[config.mk]
export PLATFORM = sky130hd
export DESIGN_NAME = rob_commit_seq_flat
export DESIGN_NICKNAME = d
export VERILOG_FILES = /design/src/rtl/rob_commit_seq_if.sv /design/src/rtl/rob_commit_seq.sv /design/src/flat_wrapper.sv
export SDC_FILE = /design/constraint.sdc
export NUM_CORES = 2
export LEC_CHECK = 0
export ABC_AREA = 1
export CORE_AREA = 2 2 203 284
export CTS_CLUSTER_SIZE = 14
export DETAILED_ROUTE_END_ITERATION = 8
export DIE_AREA = 0 0 205 286
export PLACE_DENSITY = 0.85
export SLEW_MARGIN = 30
export SYNTH_ARGS = -nofsm -noshare
export SYNTH_HDL_FRONTEND = slang
export SYNTH_SLANG_ARGS = --single-unit
[constraint.sdc]
create_clock -name clk_in -period 5.04 [get_ports clk_in]
set_input_delay 1.512 -clock clk_in [delete_from_list [all_inputs] [get_ports clk_in]]
set_output_delay 1.512 -clock clk_in [all_outputs]
set_load 0.01 [all_outputs]
[src/rtl/rob_commit_seq_if.sv]
// Issue, rename, CDB and commit signals shared between the issue stage, the
// reorder buffer and the register file.
interface rob_commit_seq_if #(
    parameter int Q_WIDTH        = 4,
    parameter int REG_ADDR_WIDTH = 5
);
    logic                      issue_valid;
    logic [REG_ADDR_WIDTH-1:0] issue_rd;
    logic                      issue_ready;
    logic [Q_WIDTH-1:0]        issue_tag;
    logic                      rd_control;
    logic [REG_ADDR_WIDTH-1:0] rd;
    logic [Q_WIDTH-1:0]        Q_value;
    logic                      wb_valid;
    logic [Q_WIDTH-1:0]        wb_tag;
    logic [31:0]               wb_value;
    logic                      has_commit;
    logic [REG_ADDR_WIDTH-1:0] commit_target;
    logic [Q_WIDTH-1:0]        Commit_Q;
    logic [31:0]               Commit_V;
    logic [Q_WIDTH-1:0]        rob_count;

    modport master (
        output issue_valid, issue_rd, wb_valid, wb_tag, wb_value,
        input  issue_ready, issue_tag, rd_control, rd, Q_value,
               has_commit, commit_target, Commit_Q, Commit_V, rob_count
    );

    modport slave (
        input  issue_valid, issue_rd, wb_valid, wb_tag, wb_value,
        output issue_ready, issue_tag, rd_control, rd, Q_value,
               has_commit, commit_target, Commit_Q, Commit_V, rob_count
    );
endinterface

[src/rtl/rob_commit_seq.sv]
// In-order commit sequencer: allocates rename tags 1..DEPTH at issue, marks
// entries ready from the CDB and retires them in program order.
module rob_commit_seq #(
    parameter int Q_WIDTH        = 4,
    parameter int REG_ADDR_WIDTH = 5
) (
    input  logic              clk_in,
    input  logic              rst_in,
    input  logic              rdy_in,
    input  logic              flush_in,
    rob_commit_seq_if.slave   bus
);
    localparam int                 ENTRIES   = 2**Q_WIDTH;
    localparam logic [Q_WIDTH-1:0] DEPTH     = Q_WIDTH'(ENTRIES - 1);
    localparam logic [Q_WIDTH-1:0] FIRST_TAG = Q_WIDTH'(1);

    logic [ENTRIES-1:0]        busy_q, busy_d, ready_q, ready_d;
    logic [REG_ADDR_WIDTH-1:0] rd_q    [ENTRIES];
    logic [REG_ADDR_WIDTH-1:0] rd_d    [ENTRIES];
    logic [31:0]               value_q [ENTRIES];
    logic [31:0]               value_d [ENTRIES];
    logic [Q_WIDTH-1:0]        head_q, head_d, tail_q, tail_d, count_q, count_d;
    logic                      has_commit_q, has_commit_d;
    logic [REG_ADDR_WIDTH-1:0] commit_target_q, commit_target_d;
    logic [Q_WIDTH-1:0]        commit_tag_q, commit_tag_d;
    logic [31:0]               commit_value_q, commit_value_d;
    logic                      issue_ok, commit_ok, wb_ok;

    // Tag 0 is reserved for "no producer", so pointers wrap DEPTH -> 1.
    function automatic logic [Q_WIDTH-1:0] next_tag(input logic [Q_WIDTH-1:0] t);
        return (t == DEPTH) ? FIRST_TAG : t + FIRST_TAG;
    endfunction

    always_comb begin
        issue_ok  = bus.issue_valid && (count_q != DEPTH) && rdy_in && !flush_in;
        commit_ok = busy_q[head_q] && ready_q[head_q];
        wb_ok     = bus.wb_valid && busy_q[bus.wb_tag];

        busy_d          = busy_q;
        ready_d         = ready_q;
        rd_d            = rd_q;
        value_d         = value_q;
        head_d          = head_q;
        tail_d          = tail_q;
        count_d         = count_q;
        has_commit_d    = has_commit_q;
        commit_target_d = commit_target_q;
        commit_tag_d    = commit_tag_q;
        commit_value_d  = commit_value_q;

        if (rdy_in) begin
            if (flush_in) begin
                busy_d       = '0;
                ready_d      = '0;
                head_d       = FIRST_TAG;
                tail_d       = FIRST_TAG;
                count_d      = '0;
                has_commit_d = 1'b0;
            end else begin
                has_commit_d = commit_ok;
                if (wb_ok) begin
                    ready_d[bus.wb_tag] = 1'b1;
                    value_d[bus.wb_tag] = bus.wb_value;
                end
                // Commit reads pre-edge state, so a same-cycle writeback never bypasses.
                if (commit_ok) begin
                    commit_target_d = rd_q[head_q];
                    commit_tag_d    = head_q;
                    commit_value_d  = value_q[head_q];
                    busy_d[head_q]  = 1'b0;
                    head_d          = next_tag(head_q);
                end
                if (issue_ok) begin
                    busy_d[tail_q]  = 1'b1;
                    ready_d[tail_q] = 1'b0;
                    rd_d[tail_q]    = bus.issue_rd;
                    tail_d          = next_tag(tail_q);
                end
                count_d = count_q + Q_WIDTH'(issue_ok) - Q_WIDTH'(commit_ok);
            end
        end
    end

    always_ff @(posedge clk_in) begin
        if (!rst_in) begin
            busy_q          <= '0;
            ready_q         <= '0;
            for (int i = 0; i < ENTRIES; i++) begin
                rd_q[i]    <= '0;
                value_q[i] <= '0;
            end
            head_q          <= FIRST_TAG;
            tail_q          <= FIRST_TAG;
            count_q         <= '0;
            has_commit_q    <= 1'b0;
            commit_target_q <= '0;
            commit_tag_q    <= '0;
            commit_value_q  <= '0;
        end else begin
            busy_q          <= busy_d;
            ready_q         <= ready_d;
            rd_q            <= rd_d;
            value_q         <= value_d;
            head_q          <= head_d;
            tail_q          <= tail_d;
            count_q         <= count_d;
            has_commit_q    <= has_commit_d;
            commit_target_q <= commit_target_d;
            commit_tag_q    <= commit_tag_d;
            commit_value_q  <= commit_value_d;
        end
    end

    assign bus.issue_ready   = (count_q != DEPTH);
    assign bus.issue_tag     = tail_q;
    assign bus.rd_control    = issue_ok;
    assign bus.rd            = bus.issue_rd;
    assign bus.Q_value       = tail_q;
    assign bus.has_commit    = has_commit_q;
    assign bus.commit_target = commit_target_q;
    assign bus.Commit_Q      = commit_tag_q;
    assign bus.Commit_V      = commit_value_q;
    assign bus.rob_count     = count_q;
endmodule

[src/flat_wrapper.sv]
// flat-port wrapper written by rule: the top's interface ports become plain ports
module rob_commit_seq_flat 
#(
    parameter int Q_WIDTH        = 4,
    parameter int REG_ADDR_WIDTH = 5
)
  (clk_in, rst_in, rdy_in, flush_in, bus_issue_valid, bus_issue_rd, bus_wb_valid, bus_wb_tag, bus_wb_value, bus_issue_ready, bus_issue_tag, bus_rd_control, bus_rd, bus_Q_value, bus_has_commit, bus_commit_target, bus_Commit_Q, bus_Commit_V, bus_rob_count);
  rob_commit_seq_if #(.Q_WIDTH(Q_WIDTH), .REG_ADDR_WIDTH(REG_ADDR_WIDTH)) bus_i ();
  input  logic clk_in;
  input  logic rst_in;
  input  logic rdy_in;
  input  logic flush_in;
  input wire logic [$bits(bus_i.issue_valid)-1:0] bus_issue_valid;
  input wire logic [$bits(bus_i.issue_rd)-1:0] bus_issue_rd;
  input wire logic [$bits(bus_i.wb_valid)-1:0] bus_wb_valid;
  input wire logic [$bits(bus_i.wb_tag)-1:0] bus_wb_tag;
  input wire logic [$bits(bus_i.wb_value)-1:0] bus_wb_value;
  output wire logic [$bits(bus_i.issue_ready)-1:0] bus_issue_ready;
  output wire logic [$bits(bus_i.issue_tag)-1:0] bus_issue_tag;
  output wire logic [$bits(bus_i.rd_control)-1:0] bus_rd_control;
  output wire logic [$bits(bus_i.rd)-1:0] bus_rd;
  output wire logic [$bits(bus_i.Q_value)-1:0] bus_Q_value;
  output wire logic [$bits(bus_i.has_commit)-1:0] bus_has_commit;
  output wire logic [$bits(bus_i.commit_target)-1:0] bus_commit_target;
  output wire logic [$bits(bus_i.Commit_Q)-1:0] bus_Commit_Q;
  output wire logic [$bits(bus_i.Commit_V)-1:0] bus_Commit_V;
  output wire logic [$bits(bus_i.rob_count)-1:0] bus_rob_count;
  assign bus_i.issue_valid = bus_issue_valid;
  assign bus_i.issue_rd = bus_issue_rd;
  assign bus_i.wb_valid = bus_wb_valid;
  assign bus_i.wb_tag = bus_wb_tag;
  assign bus_i.wb_value = bus_wb_value;
  assign bus_issue_ready = bus_i.issue_ready;
  assign bus_issue_tag = bus_i.issue_tag;
  assign bus_rd_control = bus_i.rd_control;
  assign bus_rd = bus_i.rd;
  assign bus_Q_value = bus_i.Q_value;
  assign bus_has_commit = bus_i.has_commit;
  assign bus_commit_target = bus_i.commit_target;
  assign bus_Commit_Q = bus_i.Commit_Q;
  assign bus_Commit_V = bus_i.Commit_V;
  assign bus_rob_count = bus_i.rob_count;
  rob_commit_seq #(.Q_WIDTH(Q_WIDTH), .REG_ADDR_WIDTH(REG_ADDR_WIDTH)) u_core (.clk_in(clk_in), .rst_in(rst_in), .rdy_in(rdy_in), .flush_in(flush_in), .bus(bus_i));
endmodule
==> run_results.csv <==
group,metric,value,unit
cells_and_area,drive_above_1_share,0.0395,
timing,setup_tns,0,ns
global_routing,grt_usage,0.318,
cells_and_area,nets,5208,
cells_and_area,layoutNonFillerInstCount,5931,
clock_tree,clk_pin_slew_worst_paths,0.06,ns
pwr,p_total,11100,µW
detailed_routing,num_vias,32100,
timing,skew,0.0294,ns
cells_and_area,multi_input_area,0.0155,mm²
logic_synthesis,yosysSeqAreaShare,0.407,
hold_path,min_from,"u_core.rd_q[60]",
timing,setup_viol,0,
clock_tree,cts.htree.levels,3,
clock_tree,cts-root-buf,"clkbuf_16",
worst_setup_path,cp.arrival,2.88,ns
worst_setup_path,worstPathRequired,3.53,ns
logic_synthesis,yosysTopAreaCell,"dfxtp_1",
hold_path,hold_path_class,"register to register",
clock_tree,cts_tree,"yes",
clock_tree,cts_made_buffers,66,
logic_synthesis,yosys_warnings,0,
timing,fmax,0.228,GHz
timing,worst_pin_slew,1.01,ns
timing,rsz0062_at_grt,"no",
clock_tree,cts_setup_buffers,0,
worst_setup_path,r2r_start,"u_core.head_q[0]",
status,status,"finished clean",
timing,fin_hold_ws,0.447,ns
global_routing,grt_pass1_wl,150000,µm
detailed_routing,detail_route.wl_per_cell,16.1,µm
detailed_routing,dr.first_iter.drc_count,2913,
floorplan,io_pins,108,
logic_synthesis,synth_fa_ha_area_frac,0.00548,
global_routing,antenna_found_initial,12,
hold_path,min_path_cells,2,
logic_synthesis,synth-seq-cells,678,
floorplan,die_w,205,µm
global_routing,gr-total-overflow,0,
logic_synthesis,synthMuxAreaShare,0,
clock_tree,clkLatencyLatePin,0.61,ns
logic_synthesis,synth_area_leaders,"dfxtp_1, nand2_1, nor2_1, a21oi_1, inv_1",
clock_tree,clock_path_buffers,3,
timing,slew_violations,0,
timing,max_slew_margin,0.324,
worst_setup_path,setup.worst_path.start,"rdy_in",
clock_tree,ctsResizeCount,0,
place,port_buffers,107,
pwr,leakagePower,0.0179,µW
job,cap_violations,0,
pwr,cellPowerDensity,304,mW/mm²
cells_and_area,fill_cells,4932,
detailed_routing,drcViolationCount,0,
floorplan,initial_core_util,0.593,
cells_and_area,layout.area.seq,0.0136,mm²
place,place_inst,5814,
worst_setup_path,end_kind,"output pin",
clock_tree,hold_buffers,0,
timing,min_period,4.40,ns
logic_synthesis,yosysUniqueCellTypes,34,
global_routing,grt_start_max_net_pins,208,
place,place_congestion,0.922,
clock_tree,cts_sinks,678,
detailed_routing,first_pass_iters,6,
logic_synthesis,synth_nets,5375,
place,post-place-ws,0.455,ns
cells_and_area,syn_to_final_growth,9.06,%
floorplan,die_h,286,µm
worst_setup_path,cp-start-kind,"primary input",
pwr,max-vdd-ir-drop,0.000282,V
detailed_routing,via_per_inst,5.41,
place,dp_hpwl,55800,µm
timing,setup_slack,0.645,ns
logic_synthesis,synth_top_family_by_area,"simple AND/OR/NAND/NOR gates",
logic_synthesis,synth_xor_area_frac,0,
logic_synthesis,synth_top_cell_area_share,0.407,
worst_setup_path,cp_max_fo,2,
logic_synthesis,postSynthCellCount,5314,
detailed_routing,ant_nets,0,
floorplan,dieArea,0.0586,mm²
logic_synthesis,synth-simple-area-share,0.305,
worst_setup_path,worstRegToRegCells,18,
timing,hold_viol,0,
detailed_routing,postRouteWirelength,95500,µm
global_routing,first_global_vias,29100,
logic_synthesis,syn_area,0.0333,mm²
logic_synthesis,synth_compound_area_frac,0.153,
logic_synthesis,synth_area_per_cell,6.27,µm²
floorplan,rows,103,
timing,finalCritPeriodShare,0.872,
worst_setup_path,path_class,"primary input to output pin",
floorplan,core_region_area,0.0562,mm²
[cells by family (layout without fill, tap and decap cells)]
family / Yosys count / after routing
adders and majority gates: 14 / 14
and+or+nand+nor: 2579 / 2579
other: 0 / 7
DFF: 678 / 678
buffers and inverters: 1043 / 918
AOI/OAI and AO/OA: 1000 / 1000
[final timing paths]
kind / endpoint / slack [ns]
min: u_core.rd_q[60] / 0.45
max: bus_rd_control / 0.64
min reg2reg: u_core.rd_q[60] / 0.45
max reg2reg: u_core.bus.rob_count[3] / 1.24
[layer usage]
layer / vias to the layer above / track usage / part of all wire
met3: 319 / 0.0465 / 0.079
met2: 1343 / 0.534 / 0.47
li1: 15900 / - / -
met5: - / 0 / 0
met4: 0 / 0.205 / 0.063
met1: 14500 / 0.379 / 0.39
[layout by cell type (no fill, tap or decap), drive strengths merged, types with 9 or more instances in the layout]
| cell | netlist | layout |
|---|---|---|
| nand2 | 1246 | 1246 |
| nor2 | 1205 | 1205 |
| dfxtp | 678 | 678 |
| inv | 643 | 646 |
| a21oi | 498 | 498 |
| o21ai | 456 | 456 |
| clkdlybuf4s50 | 0 | 105 |
| clkbuf | 172 | 96 |
| nand3 | 77 | 77 |
| buf | 227 | 59 |
| a21boi | 19 | 19 |
| nand4 | 19 | 19 |
| nor4 | 19 | 19 |
| a21o | 15 | 15 |
| nor3 | 13 | 13 |
| ha | 13 | 13 |
| o22ai | 9 | 9 |
[layout make-up]
cell class | count | area share
sequential | 678 | 0.373
multi-input combinational | 3593 | 0.426
clock buffer | 96 | 0.0536
antenna | 7 | 0.000482
inverter | 644 | 0.0668
tap | 735 | 0.0253
timing repair buffer | 164 | 0.0485
clock inverter | 14 | 0.00554
[Yosys cell counts]
master / n
a21o_1: 15
a21boi_1: 17
fa_1: 1
nor4_1: 19
buf_12: 1
a21boi_0: 2
o22ai_1: 9
buf_8: 1
nand2_2: 5
buf_2: 110
nor3_1: 13
nand2_1: 1239
inv_2: 15
dfxtp_1: 678
nand2_4: 2
inv_1: 628
nand4_1: 3
ha_1: 13
nand3_1: 77
clkinv_1: 1
nor2_1: 1202
nand4_4: 16
buf_1: 77
buf_4: 15
a32oi_1: 1
o21ai_1: 22
o31ai_1: 1
clkbuf_1: 172
nor2_4: 1
o211ai_1: 1
nor2_2: 2
buf_6: 23
o21ai_0: 434
a21oi_1: 498
[critical path, stage by stage]
cell and delay (ns):
clkdlybuf4s50_1 0.47, nand3_1 0.10, nor2_1 0.21, clkdlybuf4s50_1 0.58
[through the flow]
stage                util  instance area, µm²
finish              0.647               36400
global route        0.647               36400
CTS                 0.647               36300
detailed placement  0.609               34200
global placement    0.607               34100
floorplan               -               33300
[state kept, by name (all words and copies together) (netlist names), 5 cells and up]
signal,count
u_core.value_q,512
u_core.rd_q,80
u_core.bus.Commit_V,32
u_core.busy_q,16
u_core.ready_q,16
u_core.bus.commit_target,5
[where the power goes]
part | switching [µW] | internal (µW) | leakage (µW)
sequential | 18.9 | 5370 | 0.00546
combinational | 475 | 179 | 0.0114
clock | 2100 | 2930 | 0.00106
Power figures use the tool's default switching activity.
